`config.mk`:
```
export PLATFORM = sky130hd
export DESIGN_NAME = adau_cfg_sequencer
export DESIGN_NICKNAME = d
export VERILOG_FILES = /design/src/rtl/adau_cfg_sequencer.sv
export SDC_FILE = /design/constraint.sdc
export NUM_CORES = 1
export LEC_CHECK = 0
export BUFFER_PORTS_ARGS = -buffer_cell sky130_fd_sc_hd__clkbuf_2
export CAP_MARGIN = 20
export CORE_MARGIN = 2
export CORE_UTILIZATION = 58
export DETAILED_ROUTE_END_ITERATION = 10
export PLACE_DENSITY_LB_ADDON = 0.08
export RECOVER_POWER = 100
export SLEW_MARGIN = 0
export SYNTH_ARGS = -nofsm -noshare
export SYNTH_HDL_FRONTEND = slang
export SYNTH_SLANG_ARGS = --single-unit
```
`constraint.sdc`:
```
create_clock -name clk -period 3.44 [get_ports clk]
set_input_delay 0.344 -clock clk [delete_from_list [all_inputs] [get_ports clk]]
set_output_delay 0.344 -clock clk [all_outputs]
set_load 0.02 [all_outputs]
```
`src/rtl/adau_cfg_sequencer.sv`:
```
// ADAU1761 configuration sequencer: walks the register table, then serves host writes.
// Optional CFG_RETRY_EN: retry NACKed writes up to MAX_RETRY times before failing.
module adau_cfg_sequencer #(
  parameter int IDX_W      = 6,
  parameter int CLK_PER_MS = 48000,
  parameter int PWRUP_MS   = 10,
  parameter int MAX_RETRY  = 3
) (
  input  logic             clk,
  input  logic             rst,
  input  logic             start,
  output logic [IDX_W-1:0] tbl_idx,
  input  logic [15:0]      tbl_addr,
  input  logic [7:0]       tbl_data,
  input  logic             tbl_last,
  output logic             i2c_valid,
  input  logic             i2c_ready,
  output logic [15:0]      i2c_addr,
  output logic [7:0]       i2c_data,
  input  logic             i2c_done,
  input  logic             i2c_nack,
  input  logic             host_req,
  input  logic [15:0]      host_addr,
  input  logic [7:0]       host_data,
  output logic             host_ack,
  output logic             busy,
  output logic             cfg_done,
  output logic             error
);

  typedef enum logic [3:0] {
    IDLE, PWRUP, FETCH, ISSUE, WAIT,
    DELAY, READY, H_ISSUE, H_WAIT, ERR
  } state_t;

  localparam logic [31:0] PWR_CYC = 32'(PWRUP_MS * CLK_PER_MS);

`ifdef CFG_RETRY_EN
  localparam logic RTY_EN = 1'b1;
`else
  localparam logic RTY_EN = 1'b0;
`endif

  state_t      state, state_n;
  logic [31:0] cnt;
  logic [31:0] dly_cyc;
  logic [7:0]  rty;
  logic        last_q, pend, err_q, ack_q;
  logic        go_pwr, adv, ld_dly, lat_tbl, lat_host;
  logic        rty_inc, rty_ok, set_err, ack_n, pend_set, inc_idx;

  assign dly_cyc   = 32'(tbl_data) * 32'(CLK_PER_MS);
  assign rty_ok    = RTY_EN && (rty < 8'(MAX_RETRY));
  assign i2c_valid = (state == ISSUE) || (state == H_ISSUE);
  assign busy      = (state == PWRUP) || (state == FETCH) ||
                     (state == ISSUE) || (state == WAIT) ||
                     (state == DELAY);
  assign cfg_done  = (state == READY) || (state == H_ISSUE) ||
                     (state == H_WAIT);
  assign error     = err_q;
  assign host_ack  = ack_q;

  // Next state and datapath strobes; a start during a live bus transfer is deferred.
  always_comb begin
    state_n  = state;
    go_pwr   = 1'b0;
    adv      = 1'b0;
    ld_dly   = 1'b0;
    lat_tbl  = 1'b0;
    lat_host = 1'b0;
    rty_inc  = 1'b0;
    set_err  = 1'b0;
    ack_n    = 1'b0;
    pend_set = 1'b0;
    inc_idx  = 1'b0;
    unique case (state)
      IDLE: go_pwr = start;
      PWRUP: begin
        if (start) go_pwr = 1'b1;
        else if (cnt <= 32'd1) state_n = FETCH;
      end
      FETCH: begin
        if (start) begin
          go_pwr = 1'b1;
        end else if (tbl_addr == 16'hFFFF) begin
          state_n = DELAY;
          ld_dly  = 1'b1;
        end else begin
          state_n = ISSUE;
          lat_tbl = 1'b1;
        end
      end
      ISSUE: begin
        if (i2c_ready) begin
          state_n  = WAIT;
          pend_set = start;
        end else if (start) begin
          go_pwr = 1'b1;
        end
      end
      WAIT: begin
        pend_set = start;
        if (i2c_done) begin
          if (pend || start) begin
            go_pwr = 1'b1;
          end else if (!i2c_nack) begin
            adv = 1'b1;
          end else if (rty_ok) begin
            state_n = ISSUE;
            rty_inc = 1'b1;
          end else begin
            state_n = ERR;
            set_err = 1'b1;
          end
        end
      end
      DELAY: begin
        if (start) go_pwr = 1'b1;
        else if (cnt <= 32'd1) adv = 1'b1;
      end
      READY: begin
        if (start) begin
          go_pwr = 1'b1;
        end else if (host_req) begin
          state_n  = H_ISSUE;
          lat_host = 1'b1;
        end
      end
      H_ISSUE: begin
        if (i2c_ready) begin
          state_n  = H_WAIT;
          pend_set = start;
        end else if (start) begin
          go_pwr = 1'b1;
        end
      end
      H_WAIT: begin
        pend_set = start;
        if (i2c_done) begin
          if (pend || start) begin
            go_pwr = 1'b1;
          end else if (i2c_nack && rty_ok) begin
            state_n = H_ISSUE;
            rty_inc = 1'b1;
          end else begin
            state_n = READY;
            ack_n   = 1'b1;
            set_err = i2c_nack;
          end
        end
      end
      ERR: go_pwr = start;
      default: state_n = IDLE;
    endcase
    if (adv) begin
      if (last_q) begin
        state_n = READY;
      end else if (&tbl_idx) begin
        state_n = ERR;
        set_err = 1'b1;
      end else begin
        state_n = FETCH;
        inc_idx = 1'b1;
      end
    end
    if (go_pwr) state_n = PWRUP;
  end

  // State register.
  always_ff @(posedge clk or posedge rst) begin
    if (rst) state <= IDLE;
    else     state <= state_n;
  end

  // Counters, command latches, retry count and sticky flags.
  always_ff @(posedge clk or posedge rst) begin
    if (rst) begin
      cnt      <= '0;
      rty      <= '0;
      last_q   <= 1'b0;
      pend     <= 1'b0;
      err_q    <= 1'b0;
      ack_q    <= 1'b0;
      tbl_idx  <= '0;
      i2c_addr <= '0;
      i2c_data <= '0;
    end else begin
      ack_q <= ack_n;
      if (go_pwr) begin
        cnt     <= PWR_CYC;
        rty     <= '0;
        pend    <= 1'b0;
        err_q   <= 1'b0;
        tbl_idx <= '0;
      end else begin
        if (state == PWRUP || state == DELAY) cnt <= cnt - 32'd1;
        if (ld_dly) cnt <= dly_cyc;
        if (state == FETCH) last_q <= tbl_last;
        if (lat_tbl) begin
          i2c_addr <= tbl_addr;
          i2c_data <= tbl_data;
          rty      <= '0;
        end
        if (lat_host) begin
          i2c_addr <= host_addr;
          i2c_data <= host_data;
          rty      <= '0;
        end
        if (rty_inc)  rty     <= rty + 8'd1;
        if (inc_idx)  tbl_idx <= tbl_idx + IDX_W'(1);
        if (set_err)  err_q   <= 1'b1;
        if (pend_set) pend    <= 1'b1;
      end
    end
  end

endmodule
```
Yosys cells after proc, flatten, opt, wreduce, memory -nomap -nowiden

Index checks and enable logic that the tools add are counted.

Register bits after elaboration: 70
Output and inout bits: 35
Logic and storage cells: 129

Mux-type cells: 68
Eq/ne operators: 23
Add/subtract/negate cells: 2
Bitwise gates (word level): 1
Multipliers: 1
$lt $le $gt $ge: 1
Reductions and logical operators: 24

Operators by type and width:

| kind                                                 | number |
|---|---|
| two-way mux 32 bit                                   | 3 |
| two-way mux 4 bit                                    | 16 |
| inequality test 4 bit, second input constant         | 12 |
| two-way mux 1 bit                                    | 37 |
| <= comparator 32 x 1 -> 1 bit, second input constant | 1 |
| two-way mux 16 bit                                   | 2 |
| case mux 4 bit (8 select lines)                      | 1 |
| subtractor 32 x 1 -> 32 bit, second input constant   | 1 |
| multiplier 8 x 9 -> 17 bit, second input constant    | 1 |
| equality test 16 bit, second input constant          | 1 |
| equality test 4 x 3 -> 1 bit, second input constant  | 4 |
| two-way mux 8 bit                                    | 2 |
| AND reduction 13 bit                                 | 1 |
| two-way mux 6 bit                                    | 2 |
| logical OR 1 bit                                     | 9 |
| equality test 4 x 2 -> 1 bit, second input constant  | 2 |
| equality test 4 bit, second input constant           | 2 |
| nonzero test 2 bit                                   | 4 |
| adder 6 x 1 -> 6 bit, second input constant          | 1 |
| case mux 1 bit (2 select lines)                      | 3 |
| AND reduction 6 bit                                  | 1 |
| OR reduction 2 bit                                   | 3 |
| equality test 4 x 1 -> 1 bit, second input constant  | 1 |
| zero test 4 bit                                      | 1 |
| 8 further kinds                                      | 9 |

Depth between registers and ports, before layout

Word-level depth: 9
Gate-level depth with buffers: 15
Gate-level depth less buffers: 15

Worst setup path after synthesis

Ideal clock, no wire load.

Path kind: input to register
Start point: in tbl_data[7]
End point: reg cnt[21]
Setup slack: -0.823 ns
Setup time: 0.119 ns
Data arrival time: 4.144 ns
Required time: 3.321 ns
Cell stages on the path: 15
Cells stage by stage: inv_1 -> fa_1 -> fa_1 -> inv_1 -> fa_1 -> inv_1 -> fa_1 -> inv_1 -> ha_1 -> and3_1 -> a221o_1 -> o21ai_0 -> o21ai_0 -> xnor2_1 -> o21a_1

Word-level cells in the longest chain between the ends: 3

RTL lines:

| element                    | line | text |
|---|---|---|
| start: declaration         | 14   | `input logic [7:0] tbl_data,` |
| multiplier 8 x 9 -> 17 bit | 52   | `assign dly_cyc = 32'(tbl_data) * 32'(CLK_PER_MS);` |
| two-way mux 32 bit         | 197  | `if (ld_dly) cnt <= dly_cyc;` |
| two-way mux 32 bit         | 189  | `if (go_pwr) begin` |
| end signal: assignment     | 196  | `if (state == PWRUP \|\| state == DELAY) cnt <= cnt - 32'd1;` |
| end signal: assignment     | 197  |  |
| end: declaration           | 45   | `logic [31:0] cnt;` |

No other way between the ends.
A chain may end at the register's enable or synchronous reset.

Worst setup path after layout

Start point: in tbl_data[5]
End point: reg cnt[15]

The elaborated chain is that of the path after synthesis.

==> impl_metrics.tcl <==
set metrics [dict create \
    grt_pass1_vias 4785 \
    cts.sinks 70 \
    syn_area_um2 5540 \
    clk_latency_ns 0.34 \
    setup_tns_ns -1.41 \
    grt_max_degree 49 \
    start_kind "input port" \
    max_slew_margin_pct 14.0 \
    synth_cell_type_count 59 \
    die_area_um2 10300 \
    endpoint "cnt[15]" \
    clk_pin_slew_worst_paths_ns 0.08 \
    io_buffers 90 \
    syn_nets 734 \
    wl_per_cell_um 14.5 \
    first_iter_violations 169 \
    ys.flop_type "dfrtp_1" \
    violations "negative setup slack" \
    power_leakage_uw 0.00314 \
    cts_buffer_depth 2 \
    numCtsBuffers 9 \
    die_x_um 102 \
    tritoncts "built" \
    htree_levels 3 \
    synth_edf_count 0 \
    antenna_found_initial 0 \
    yosysWarnings 0 \
    outcome "finished, violations left" \
    coreArea_um2 9240 \
    crit_arrival_ns 3.91 \
    path_class "input port to flop" \
    dpl.hpwl_mm 9.89 \
    max-vdd-ir-drop_mv 0.469 \
    yosys.area.top_type_share_pct 31.6 \
    gp_congestion 0.875 \
    setup_slack_ns -0.256 \
    synth_seq_cells 70 \
    initial_core_util_pct 59.9 \
    hold_path.class "input port to asynchronous set/reset pin" \
    vias 4812 \
    rr_worst_depth 6 \
    fillCellCount 705 \
    syn_to_final_growth_pct 23.2 \
    finalSetupViolCount 9 \
    crit_fanout 4 \
    multi_input_area_um2 3640 \
    synthTopCellsByArea "dfrtp_1, ha_1, fa_1" \
    worstSetupEndpointType "flop" \
    dp_cells 859 \
    grt_util_all_layers_pct 26.3 \
    wl_mm 12.7 \
    dr.pass1.iters 4 \
    cp.required_ns 3.66 \
    r2r_slack_ns 0.62 \
    final_nets 868 \
    layout_commonest_cell "nor2_1" \
    slew_viol_final 0 \
    postSynthCellCount 610 \
    finalWorstPathRequiredPeriod_ns 3.70 \
    finalNonFillerCells 878 \
    gr-total-overflow 0 \
    worst_pin_slew_ns 1.29 \
    rows 35 \
    async_flop_share_pct 100 \
    drive_gt1_share_pct 23.1 \
    post-route-period-util_pct 107 \
    layout_common_cells "nor2_1, dfrtp_1, inv_1" \
    timing.rr.end "cnt[24]" \
    drtAntennaViolNets 0 \
    r2r_start "state[0]" \
    grt_pass1_wl_mm 21.6 \
    ff_latch_area_um2 1750 \
    cap_violations 0 \
    syn_avg_cell_area_um2 9.08 \
    root_buffer "clkbuf_8" \
    dieHeight_um 102 \
    io-pin-count 91 \
    drc 0 \
    crit_path_start "tbl_data[5]" \
    rsz0062_at_grt "true" \
    yosys.area.top_type "dfrtp_1" \
    post_drt_via_cell_ratio 5.48 \
    total_power_uw 4860 \
    holdBufCountCts 0 \
    hold_viol 0 \
    ys_seq_area_share_pct 31.6 \
    fin_worst_skew_ns 0.00913 \
    diodes 0 \
    power.density_nw_per_um2 713 \
    timing.fmax_mhz 271 \
]
[synthesized netlist by cell type (4+ instances only)]
master	n
o21bai_1	5
nor2_1	75
o21ai_0	15
dfrtp_1	70
a21o_1	7
a211oi_1	10
nor4_1	5
mux2i_1	24
nand4_1	7
a21oi_1	56
or3_1	10
clkbuf_1	19
o21a_1	4
nand3_1	9
or4_1	9
nand4b_1	4
ha_1	43
nor2b_1	6
and3_1	6
nand2b_1	11
fa_1	25
xnor2_1	18
o31ai_1	4
nand2_1	26
xor2_1	21
nor3_1	15
inv_1	61
[cell type report]
type / instances / area share [%]
Clock inverter: 7 / 1.06
Sequential cell: 70 / 25.7
Tap cell: 129 / 2.37
Clock buffer: 9 / 1.82
Multi-Input combinational cell: 458 / 53.4
Timing Repair Buffer: 144 / 12.2
Inverter: 61 / 3.50
[state kept, by name, indices dropped and copies added, names as in the netlist]
signal    flops
host_ack      1
last_q        1
i2c_addr     16
error         1
pend          1
cnt          32
state         4
tbl_idx       6
i2c_data      8
[worst min-delay path by stage]
stage | cells past startpoint | end
floorplan | 2 | host_ack
CTS | 2 | last_q
finish | 2 | i2c_addr[13]
detailed placement | 2 | i2c_addr[6]
global route | 2 | last_q
global placement | 2 | i2c_addr[7]
[routing by layer]
metal / GRT usage [%] / vias to the layer above / part of all wire (%)
li1: - / 2392 / -
met1: 33.1 / 2314 / 43
met2: 46.5 / 94 / 52
met3: 5.87 / 12 / 3.9
met4: 5.30 / 0 / 0.86
met5: 0 / - / 0
[metrics by stage]
stage | hold WS [ns] | setup WS (ns) | util [%] | instance area [um2]
final | 0.166 | -0.256 | 73.8 | 6820
after floorplan | 0.471 | -0.410 | - | 5580
after global placement | 0.508 | -0.599 | 70.4 | 6500
after global routing | 0.224 | -0.357 | 73.8 | 6820
after detailed placement | 0.519 | -0.666 | 70.4 | 6500
after CTS | 0.231 | -0.253 | 73.5 | 6790
[worst max-delay path, cell delays in order]
cell	delay, ns
buf_8	0.09
inv_8	0.03
fa_1	0.50
fa_1	0.50
inv_1	0.05
fa_1	0.49
inv_2	0.04
fa_1	0.49
inv_2	0.05
ha_4	0.22
and3_4	0.16
a221o_1	0.36
or3_1	0.41
a21oi_2	0.15
a211oi_2	0.04
[report_power, final]
group | internal (uW) | switching [uW] | total, uW
clock | 336 | 327 | 662
sequential | 1040 | 197 | 1240
combinational | 1280 | 1680 | 2970
total | 2660 | 2210 | 4860
[logic make-up after synthesis]
family	count (synthesis)	synth area share (%)
adders and majority gates	68	18.8
buffers and inverters	82	5.72
AOI/OAI and AO/OA	126	14.3
muxes	25	4.54
and+or+nand+nor	200	18.8
DFF	70	31.6
xor gates and xnor gates	39	6.17
[repair_timing]
item | in CTS | in global routing
pin swaps | 15 | 24
endpoints found under the setup margin | 9 | 9
endpoints found under the hold margin | 0 | 0
buffers inserted | 1 | 1
resized for setup | 17 | 20
(Power assumes the default switching activity.)
